`config.mk`:
```
export PLATFORM = sky130hd
export DESIGN_NAME = addsub_seq
export DESIGN_NICKNAME = d
export VERILOG_FILES = /design/src/rtl/addsub_pkg.sv /design/src/rtl/addsub_seq_cla_chunk.sv /design/src/rtl/addsub_seq.sv
export SDC_FILE = /design/constraint.sdc
export NUM_CORES = 1
export LEC_CHECK = 0
export CORE_ASPECT_RATIO = 2
export CORE_MARGIN = 1.5
export CORE_UTILIZATION = 49
export DETAILED_ROUTE_END_ITERATION = 16
export PLACE_DENSITY_LB_ADDON = 0.15
export SYNTH_ARGS = -nofsm -noshare
export SYNTH_HDL_FRONTEND = slang
export SYNTH_HIERARCHICAL = 1
export SYNTH_SLANG_ARGS = --single-unit
export TNS_END_PERCENT = 10
```
`constraint.sdc`:
```
create_clock -name clk -period 4.1 [get_ports clk]
set_clock_uncertainty 0.1 [all_clocks]
set_input_delay 1.025 -clock clk [delete_from_list [all_inputs] [get_ports clk]]
set_output_delay 1.025 -clock clk [all_outputs]
set_load 0.1 [all_outputs]
```
`src/rtl/addsub_pkg.sv`:
```
// Shared types for the sequential add/subtract unit.
//   op_t    : operation encoding presented on the op port
//   state_t : control FSM states
package addsub_pkg;

  typedef enum logic [1:0] {
    OP_ADD = 2'b00,
    OP_SUB = 2'b01,
    OP_ADC = 2'b10,
    OP_SBB = 2'b11
  } op_t;

  typedef enum logic [1:0] {
    S_IDLE = 2'b00,
    S_BUSY = 2'b01,
    S_DONE = 2'b10
  } state_t;

endpackage

```
`src/rtl/addsub_seq_cla_chunk.sv`:
```
// Combinational CHUNK-bit carry-lookahead adder.
//   a, b   : chunk operands
//   cin    : carry into bit 0
//   s      : chunk sum
//   cout   : carry out of the chunk MSB
//   c_msb  : carry into the chunk MSB (feeds the overflow flag on the top chunk)
module cla_chunk #(
  parameter int CHUNK = 8
) (
  input  logic [CHUNK-1:0] a,
  input  logic [CHUNK-1:0] b,
  input  logic             cin,
  output logic [CHUNK-1:0] s,
  output logic             cout,
  output logic             c_msb
);

  logic [CHUNK-1:0] g;
  logic [CHUNK-1:0] p;
  logic [CHUNK:0]   c;

  assign g = a & b;
  assign p = a ^ b;

  // Flattened lookahead term for the carry into bit n:
  //   cin & p[0..n-1]  |  OR_j ( g[j] & p[j+1..n-1] )
  function automatic logic carry_into(input logic [CHUNK-1:0] gv,
                                      input logic [CHUNK-1:0] pv,
                                      input logic             c0,
                                      input int               n);
    logic res;
    logic prod;
    res = c0;
    for (int j = 0; j < CHUNK; j++) begin
      if (j < n) res = res & pv[j];
    end
    for (int j = 0; j < CHUNK; j++) begin
      if (j < n) begin
        prod = gv[j];
        for (int k = 0; k < CHUNK; k++) begin
          if (k > j && k < n) prod = prod & pv[k];
        end
        res = res | prod;
      end
    end
    return res;
  endfunction

  assign c[0] = cin;

  genvar gi;
  generate
    for (gi = 0; gi < CHUNK; gi++) begin : g_carry
      assign c[gi+1] = carry_into(g, p, cin, gi + 1);
    end
  endgenerate

  assign s     = p ^ c[CHUNK-1:0];
  assign cout  = c[CHUNK];
  assign c_msb = c[CHUNK-1];

endmodule

```
`src/rtl/addsub_seq.sv`:
```
// Multi-cycle WIDTH-bit add/subtract, CHUNK bits per cycle, with carry
// chaining across ops (ADC/SBB) and valid/ready handshakes.
//   clk, rst_n           : clock, synchronous active-low reset
//   in_valid/in_ready    : request handshake (op, a, b)
//   out_valid/out_ready  : result handshake (sum, cout, ovf, zero)
module addsub_seq
  import addsub_pkg::*;
#(
  parameter int WIDTH = 32,
  parameter int CHUNK = 8
) (
  input  logic             clk,
  input  logic             rst_n,
  input  logic             in_valid,
  output logic             in_ready,
  input  logic [1:0]       op,
  input  logic [WIDTH-1:0] a,
  input  logic [WIDTH-1:0] b,
  output logic             out_valid,
  input  logic             out_ready,
  output logic [WIDTH-1:0] sum,
  output logic             cout,
  output logic             ovf,
  output logic             zero
);

  localparam int NCHUNK = WIDTH / CHUNK;
  localparam int CNT_W  = (NCHUNK > 1) ? $clog2(NCHUNK) : 1;

  state_t            state_q, state_d;
  logic [CNT_W-1:0]  k_q, k_d;
  logic [WIDTH-1:0]  a_q, a_d;
  logic [WIDTH-1:0]  b_q, b_d;       // already inverted for SUB/SBB
  logic              carry_q, carry_d; // running inter-chunk carry
  logic [WIDTH-1:0]  acc_q, acc_d;   // private accumulator, never visible on sum
  logic              flag_q, flag_d; // stored carry for ADC/SBB
  logic [WIDTH-1:0]  sum_q, sum_d;
  logic              cout_q, cout_d;
  logic              ovf_q, ovf_d;
  logic              zero_q, zero_d;
  logic              out_valid_q, out_valid_d;
  logic              in_ready_q, in_ready_d;

  logic [CHUNK-1:0]  cla_s;
  logic              cla_cout;
  logic              cla_cmsb;

  cla_chunk #(.CHUNK(CHUNK)) u_cla (
    .a     (a_q[k_q*CHUNK +: CHUNK]),
    .b     (b_q[k_q*CHUNK +: CHUNK]),
    .cin   (carry_q),
    .s     (cla_s),
    .cout  (cla_cout),
    .c_msb (cla_cmsb)
  );

  always_comb begin
    state_d     = state_q;
    k_d         = k_q;
    a_d         = a_q;
    b_d         = b_q;
    carry_d     = carry_q;
    acc_d       = acc_q;
    flag_d      = flag_q;
    sum_d       = sum_q;
    cout_d      = cout_q;
    ovf_d       = ovf_q;
    zero_d      = zero_q;
    out_valid_d = out_valid_q;
    in_ready_d  = in_ready_q;

    case (state_q)
      S_IDLE: begin
        if (in_valid && in_ready_q) begin
          // The op only matters at capture: it selects B' and the carry-in.
          a_d   = a;
          acc_d = '0;
          k_d   = '0;
          case (op_t'(op))
            OP_ADD:  begin b_d = b;  carry_d = 1'b0;   end
            OP_SUB:  begin b_d = ~b; carry_d = 1'b1;   end
            OP_ADC:  begin b_d = b;  carry_d = flag_q; end
            default: begin b_d = ~b; carry_d = flag_q; end
          endcase
          state_d    = S_BUSY;
          in_ready_d = 1'b0;
        end
      end

      S_BUSY: begin
        acc_d[k_q*CHUNK +: CHUNK] = cla_s;
        carry_d = cla_cout;
        k_d     = k_q + 1'b1;
        if (k_q == CNT_W'(NCHUNK - 1)) begin
          k_d         = '0;
          state_d     = S_DONE;
          sum_d       = acc_d;
          cout_d      = cla_cout;
          ovf_d       = cla_cmsb ^ cla_cout;
          zero_d      = (acc_d == '0);
          flag_d      = cla_cout;
          out_valid_d = 1'b1;
        end
      end

      S_DONE: begin
        if (out_ready) begin
          state_d     = S_IDLE;
          out_valid_d = 1'b0;
          in_ready_d  = 1'b1;
        end
      end

      default: begin
        state_d     = S_IDLE;
        out_valid_d = 1'b0;
        in_ready_d  = 1'b1;
      end
    endcase
  end

  always_ff @(posedge clk) begin
    if (!rst_n) begin
      state_q     <= S_IDLE;
      k_q         <= '0;
      a_q         <= '0;
      b_q         <= '0;
      carry_q     <= 1'b0;
      acc_q       <= '0;
      flag_q      <= 1'b0;
      sum_q       <= '0;
      cout_q      <= 1'b0;
      ovf_q       <= 1'b0;
      zero_q      <= 1'b0;
      out_valid_q <= 1'b0;
      in_ready_q  <= 1'b1;
    end else begin
      state_q     <= state_d;
      k_q         <= k_d;
      a_q         <= a_d;
      b_q         <= b_d;
      carry_q     <= carry_d;
      acc_q       <= acc_d;
      flag_q      <= flag_d;
      sum_q       <= sum_d;
      cout_q      <= cout_d;
      ovf_q       <= ovf_d;
      zero_q      <= zero_d;
      out_valid_q <= out_valid_d;
      in_ready_q  <= in_ready_d;
    end
  end

  assign in_ready  = in_ready_q;
  assign out_valid = out_valid_q;
  assign sum       = sum_q;
  assign cout      = cout_q;
  assign ovf       = ovf_q;
  assign zero      = zero_q;

endmodule

```
== After elaboration in Yosys (flattened, before gate mapping) ==
Index checks and enable logic that the tools add are counted.

* Bits of input ports: 70
* Register bits: 138
* Logic and storage cells: 137

* Bitwise logic cells: 79
* Eq/ne operators: 8
* Mux-type cells: 20
* Shifts and indexed selects: 4
* Reductions and logical operators: 12
* Add/sub/neg operators: 2

{| class="wikitable"
|+ Operators by type and width
! cell !! number
|-
| two-way mux 32 bit || 2
|-
| case mux 32 bit (2 select lines) || 1
|-
| variable part select 32 x 6 -> 8 bit || 2
|-
| AND 1 bit || 36
|-
| bitwise OR 1 bit || 36
|-
| negation 5 -> 34 bit || 1
|-
| variable shift 8 x 34 -> 32 bit (first input constant) || 1
|-
| variable part select 8 x 34 -> 32 bit || 1
|-
| bitwise mux 32 bit || 1
|-
| logical NOT 32 bit || 1
|-
| inverter 32 bit || 1
|-
| XOR 8 bit || 2
|-
| two-way mux 2 bit || 5
|-
| AND reduction 3 bit || 3
|-
| AND 8 bit || 1
|-
| == test 2 bit (second input constant) || 3
|-
| inequality test 2 bit (second input constant) || 3
|-
| case mux 1 bit (3 select lines) || 2
|-
| case mux 2 bit (3 select lines) || 1
|-
| AND reduction 2 bit || 3
|-
| two-way mux 1 bit || 5
|-
| == test 2 x 1 -> 1 bit (second input constant) || 2
|-
| logical NOT 2 bit || 2
|-
| case mux 1 bit (2 select lines) || 2
|-
| other kinds (7) || 8
|}

== Logic depth before layout (Yosys ltp) ==
* Depth after elaboration: 20
* Mapped depth: 16
* Depth with buffers taken out: 12

== Modules after synthesis ==
The synthesis kept the hierarchy.

{| class="wikitable"
|+ By module, submodules not included
! module !! area an instance (um2) !! times used !! sequential area each (um2) !! cells an instance
|-
| addsub_seq || 6551.3 || 1 || 2762.6 || 719
|-
| cla_chunk || 324.1 || 1 || 0.0 || 39
|}

== Worst setup path after synthesis ==
OpenSTA, ideal clock, no wires.

* Kind: reg-to-reg
* Start: register k_q[1]
* End: register zero_q (netlist: zero)
* Path buffers: 2
* Arrival time: 3.742 ns
* Setup slack: 0.174 ns
* Data required time: 3.916 ns
* Clock period less this slack: 3.926 ns
* Cell stages (with the launch flop): 14
* Cells stage by stage: dfxtp_1 clkbuf_1 buf_2 mux4_2 ha_1 ha_1 o211ai_2 a21boi_1 o21a_1 o31a_1 or3_1 a221oi_1 nand4_1 o31ai_2

* Elaborated cells on any way between the ends: 68
* Those cells by class: 1 x add/sub; 1 x eq/ne; 4 x shift; 1 x mux; 59 x bitwise; 2 x reduce/logical

{| class="wikitable"
|+ RTL lines
! what !! line !! source
|-
| start, declared || addsub_seq.sv:31 || <nowiki>logic [CNT_W-1:0] k_q, k_d;</nowiki>
|-
| start signal, assigned || addsub_seq.sv:139 || <nowiki>k_q <= k_d;</nowiki>
|-
| variable part select 32 x 6 -> 8 bit (on tied branches) || addsub_seq.sv:49, addsub_seq.sv:50 ||
|-
| XOR 8 bit || addsub_seq_cla_chunk.sv:23 || <nowiki>assign p = a ^ b;</nowiki>
|-
| AND 1 bit (5 in series) || addsub_seq_cla_chunk.sv:35 || <nowiki>if (j < n) res = res & pv[j];</nowiki>
|-
| bitwise OR 1 bit (5 in series) || addsub_seq_cla_chunk.sv:43 || <nowiki>res = res | prod;</nowiki>
|-
| XOR 8 bit * || addsub_seq_cla_chunk.sv:58 || <nowiki>assign s = p ^ c[CHUNK-1:0];</nowiki>
|-
| via cla_s[5] || addsub_seq.sv:44 || <nowiki>logic [CHUNK-1:0] cla_s;</nowiki>
|-
| variable part select 8 x 34 -> 32 bit * || addsub_seq.sv:91 || <nowiki>acc_d[k_q*CHUNK +: CHUNK] = cla_s;</nowiki>
|-
| bitwise mux 32 bit * || addsub_seq.sv:91 ||
|-
| logical NOT 32 bit * || addsub_seq.sv:100 || <nowiki>zero_d = (acc_d == '0);</nowiki>
|-
| end signal, assigned || addsub_seq.sv:148 || <nowiki>zero_q <= zero_d;</nowiki>
|-
| end, declared || addsub_seq.sv:40 || <nowiki>logic zero_q, zero_d;</nowiki>
|}

The timed path passes the listed nets; every way through them passes the cells marked *.
A chain may end at the register's enable or synchronous reset.

== Worst setup path in the final report ==
* Start: register k_q[0]
* End: register zero_q (netlist: zero)

* Elaborated cells on any way between the ends: 68
* Those cells by class: 1 x add/sub; 1 x eq/ne; 4 x shift; 1 x mux; 59 x bitwise; 2 x reduce/logical

{| class="wikitable"
|+ RTL lines
! what !! line
|-
| variable part select 32 x 6 -> 8 bit (on tied branches) || addsub_seq.sv:49, addsub_seq.sv:50
|-
| XOR 8 bit || addsub_seq_cla_chunk.sv:23
|-
| AND 1 bit (6 in series) || addsub_seq_cla_chunk.sv:35
|-
| bitwise OR 1 bit (6 in series) || addsub_seq_cla_chunk.sv:43
|-
| XOR 8 bit * || addsub_seq_cla_chunk.sv:58
|-
| via cla_s[6] || addsub_seq.sv:44
|-
| variable part select 8 x 34 -> 32 bit * || addsub_seq.sv:91
|-
| bitwise mux 32 bit * || addsub_seq.sv:91
|-
| logical NOT 32 bit * || addsub_seq.sv:100
|}

Marked as above.

==> impl_metrics.yaml <==
status:
  outcome: "completed"
logic_synthesis:
  yosys-mux-area-fraction_pct: 5.55
  synth.ff_latch_count: 138
  syn_area_um2: 6880
  synth_simple_gate_area_share_pct: 18.9
  postSynth.asyncResetShare_pct: 0
  mapped_nets: 844
  ys_warn_count: 6
  post_synth_inst_count: 758
  synth_xor_xnor_area_share_pct: 4.46
  dominant_combinational_cell_family_by_area_after_synthesis: "compound AO/OA/AOI/OAI gates"
  share_of_the_yosys_chip_area_belonging_to_registers_pct: 40.2
  postSynthAreaPerCell_um2: 9.07
  synth_enable_flop_cells: 0
  ys.flop_type: "sky130_fd_sc_hd__dfxtp_1"
  ys_types: 60
  synth_compound_area_share_pct: 23.4
  area_share_of_fa_ha_maj_cells_after_synthesis_pct: 3.02
floorplan:
  initial_core_util_pct: 49.8
  dieWidth_um: 86.8
  placement_rows: 61
  core_area_um2: 13800
  die_height_um: 171
  number_of_top_level_pins: 107
  die_area_um2: 14800
sta:
  final-max-slew-violation-count: 0
  max_slew.worst_pin.slew_ns: 0.998
  maxSlewHeadroom_pct: 33.0
  final_critical_path_setup_slack_ns: 0.346
  setup_violations: 0
  post-route-min-period_ns: 3.75
  layout_worst_path_cycle_share_pct: 91.6
  timing.fmax_mhz: 266
  timing.setup.tns_ns: 0
  setup_repair_after_global_routing_missed_its_margin: "false"
  worst_hold_slack_ns: 0.373
  final-hold-violation-count: 0
worst_setup_path:
  crit_required_ns: 4.29
  setup.worst_path.start: "k_q[0]"
  worst-setup-path-type: "reg2reg"
  timing.critical_path.from_type: "flip-flop"
  rr_startpoint: "k_q[0]"
  critical_path_peak_fanout: 15
  kind_of_capture_point_of_the_worst_setup_path: "flip-flop"
  cp.arrival_ns: 3.95
drt:
  first_iter_violations: 289
  wirelength_um: 17800
  vias: 5836
  via_per_inst: 5.62
  per_cell_routed_wire_length_um: 17.1
  drt.antenna.violating_nets: 0
  drt_drc_violations_left: 0
  detail_route.first_pass.iterations: 5
clock_network:
  ctsHtreeMaxLevel: 4
  tritoncts.num_buffers: 17
  cts_repair_resize_count: 0
  tritoncts: "yes"
  number_of_buffers_added_to_fix_hold_violations_after_cts: 0
  numClockSinks: 138
  worst_skew_pair_latency_ns: 0.42
  post-cts-setup-buffer-count: 0
  ctsLongestPathBuffers: 2
  root_buffer: "sky130_fd_sc_hd__clkbuf_16"
  clkSlewWorstSetupHoldPaths_ns: 0.06
place:
  port-buffer-count: 106
  gp_weighted_congestion: 0.931
  pre_cts_ws_ns: 0.375
  place.detailed.hpwl_um: 12900
  post_dp_cell_area_um2: 8060
finish:
  final_nets: 923
  area_delta_synth_final_pct: 26.0
  n_antenna_cell: 0
  layout.cell_area.non_filler_um2: 8660
  drive_above_1_share_pct: 10.2
power_and_ir_drop:
  intPower_mw: 2.66
  p_sw_share_pct: 26.3
  clkPwrFrac_pct: 44.2
  sequentialPowerShare_pct: 39.9
  power_density_nw_per_um2: 417
  leakage_nw: 3.68
  total_power_mw: 3.61
  power.switching_mw: 0.948
  comb_power_share_pct: 15.9
  maximum_vdd_drop_mv: 0.300
grt:
  antenna_violations_before_repair: 0
  gr-usage-all-layers_pct: 25.2
  number_of_global_route_vias_before_repair: 5796
  wire_length_of_the_first_global_routing_pass_um: 28600
  pin_count_of_the_biggest_net_entering_global_routing: 99
  globalRoute.totalOverflow: 0
worst_hold_path:
  worst_hold_startpoint: "a_q[5]"
  worst_min_delay_path_category: "reg2reg"
run:
  drv.max_cap_violation_count: 0
[worst paths after layout]
kind	endpoint	slack, ns	cells after the start
min reg2reg	a_q[5]	0.37	2
max reg2reg	zero	0.35	12
max	zero	0.35	12
min	a_q[5]	0.37	2
[state kept, by name, indices dropped and copies added, names as in the netlist]
| name | flops |
|---|---|
| sum | 32 |
| carry_q | 1 |
| out_valid | 1 |
| ovf | 1 |
| state_q | 2 |
| in_ready | 1 |
| b_q | 32 |
| zero | 1 |
| cout | 1 |
| acc_q | 32 |
| a_q | 32 |
| k_q | 2 |
[per-layer routing]
layer	part of all wire [%]	up-vias	GRT usage, %
met5	0	-	0
met3	3.3	51	4.53
li1	-	2835	-
met1	36	2769	26.2
met4	4.5	0	13.3
met2	56	181	46.6
[per-stage QoR]
stage          utilization (%)  std cells
3_5_place_dp              58.3       1007
3_3_place_gp              58.3       1007
5_1_grt                   62.7       1038
4_1_cts                   62.7       1038
2_1_floorplan                -        758
6_report                  62.7       1038
[power groups by stage]
| stage | registers [mW] | clock network, mW | logic, mW |
|---|---|---|---|
| final | 1.44 | 1.60 | 0.574 |
| after floorplan | 1.46 | 0 | 0.367 |
| after global placement | 1.47 | 0 | 0.557 |
| after global routing | 1.45 | 1.68 | 0.625 |
| after detailed placement | 1.47 | 0 | 0.569 |
| after CTS | 1.44 | 1.61 | 0.572 |
[cells in the mapped netlist (all sizes together) (18+ instances only)]
library cell  instances  share of area, %
o211a                59               8.6
nor2                 27               1.7
o21ai                38               2.8
nand3                34               2.5
nand2               139               7.6
dfxtp               138                40
xnor2                34               4.3
a21oi                18               1.4
buf                  27               2.0
clkbuf               39               2.1
a21boi               39               4.3
and2                 27               2.5
a22oi                19               2.5
[cells by family after synthesis]
family | count (synthesis)
and+or+nand+nor | 274
xor gates and xnor gates | 35
adders and majority gates | 16
muxes | 18
buffers and inverters | 73
DFF | 138
AOI/OAI and AO/OA | 204
[worst max-delay path, cell delays in order, from the launching register on]
cell and delay, ns:
sky130_fd_sc_hd__dfxtp_1 0.37, sky130_fd_sc_hd__buf_4 0.28, sky130_fd_sc_hd__mux4_2 0.55, sky130_fd_sc_hd__ha_1 0.37
sky130_fd_sc_hd__a21oi_2 0.21, sky130_fd_sc_hd__a21oi_2 0.11, sky130_fd_sc_hd__o31ai_2 0.30, sky130_fd_sc_hd__a21boi_1 0.64
sky130_fd_sc_hd__a21oi_1 0.14, sky130_fd_sc_hd__o31ai_1 0.22, sky130_fd_sc_hd__o41ai_1 0.11, sky130_fd_sc_hd__o211ai_1 0.16
sky130_fd_sc_hd__o31ai_2 0.08
[final cells by class]
| cell class | count | area (µm²) |
|---|---|---|
| inverter | 7 | 26.3 |
| multi-input combinational | 547 | 3810 |
| tap | 189 | 236 |
| clock inverter | 12 | 175 |
| timing repair buffer | 126 | 1220 |
| sequential | 138 | 2760 |
| clock buffer | 19 | 433 |
| fill | 1184 | 5150 |
[cell usage in the layout (no fill, tap or decap), types with 6 or more instances in the layout]
master / netlist / layout
sky130_fd_sc_hd__nor3_1: 6 / 6
sky130_fd_sc_hd__buf_4: 1 / 20
sky130_fd_sc_hd__clkbuf_16: 0 / 17
sky130_fd_sc_hd__clkdlybuf4s50_1: 0 / 104
sky130_fd_sc_hd__nor2_1: 25 / 25
sky130_fd_sc_hd__nand3_1: 34 / 34
sky130_fd_sc_hd__a22oi_1: 13 / 13
sky130_fd_sc_hd__o21ai_0: 27 / 27
sky130_fd_sc_hd__nor2b_1: 15 / 15
sky130_fd_sc_hd__inv_1: 7 / 7
sky130_fd_sc_hd__a22oi_2: 6 / 6
sky130_fd_sc_hd__a21oi_1: 16 / 16
sky130_fd_sc_hd__ha_1: 15 / 15
sky130_fd_sc_hd__o21ai_1: 11 / 11
sky130_fd_sc_hd__xnor2_1: 34 / 34
sky130_fd_sc_hd__dfxtp_1: 138 / 138
sky130_fd_sc_hd__mux4_2: 16 / 16
sky130_fd_sc_hd__and2_1: 27 / 27
sky130_fd_sc_hd__nand2_1: 139 / 139
sky130_fd_sc_hd__o211a_1: 59 / 59
sky130_fd_sc_hd__a21boi_0: 36 / 36
(Power assumes the default switching activity.)
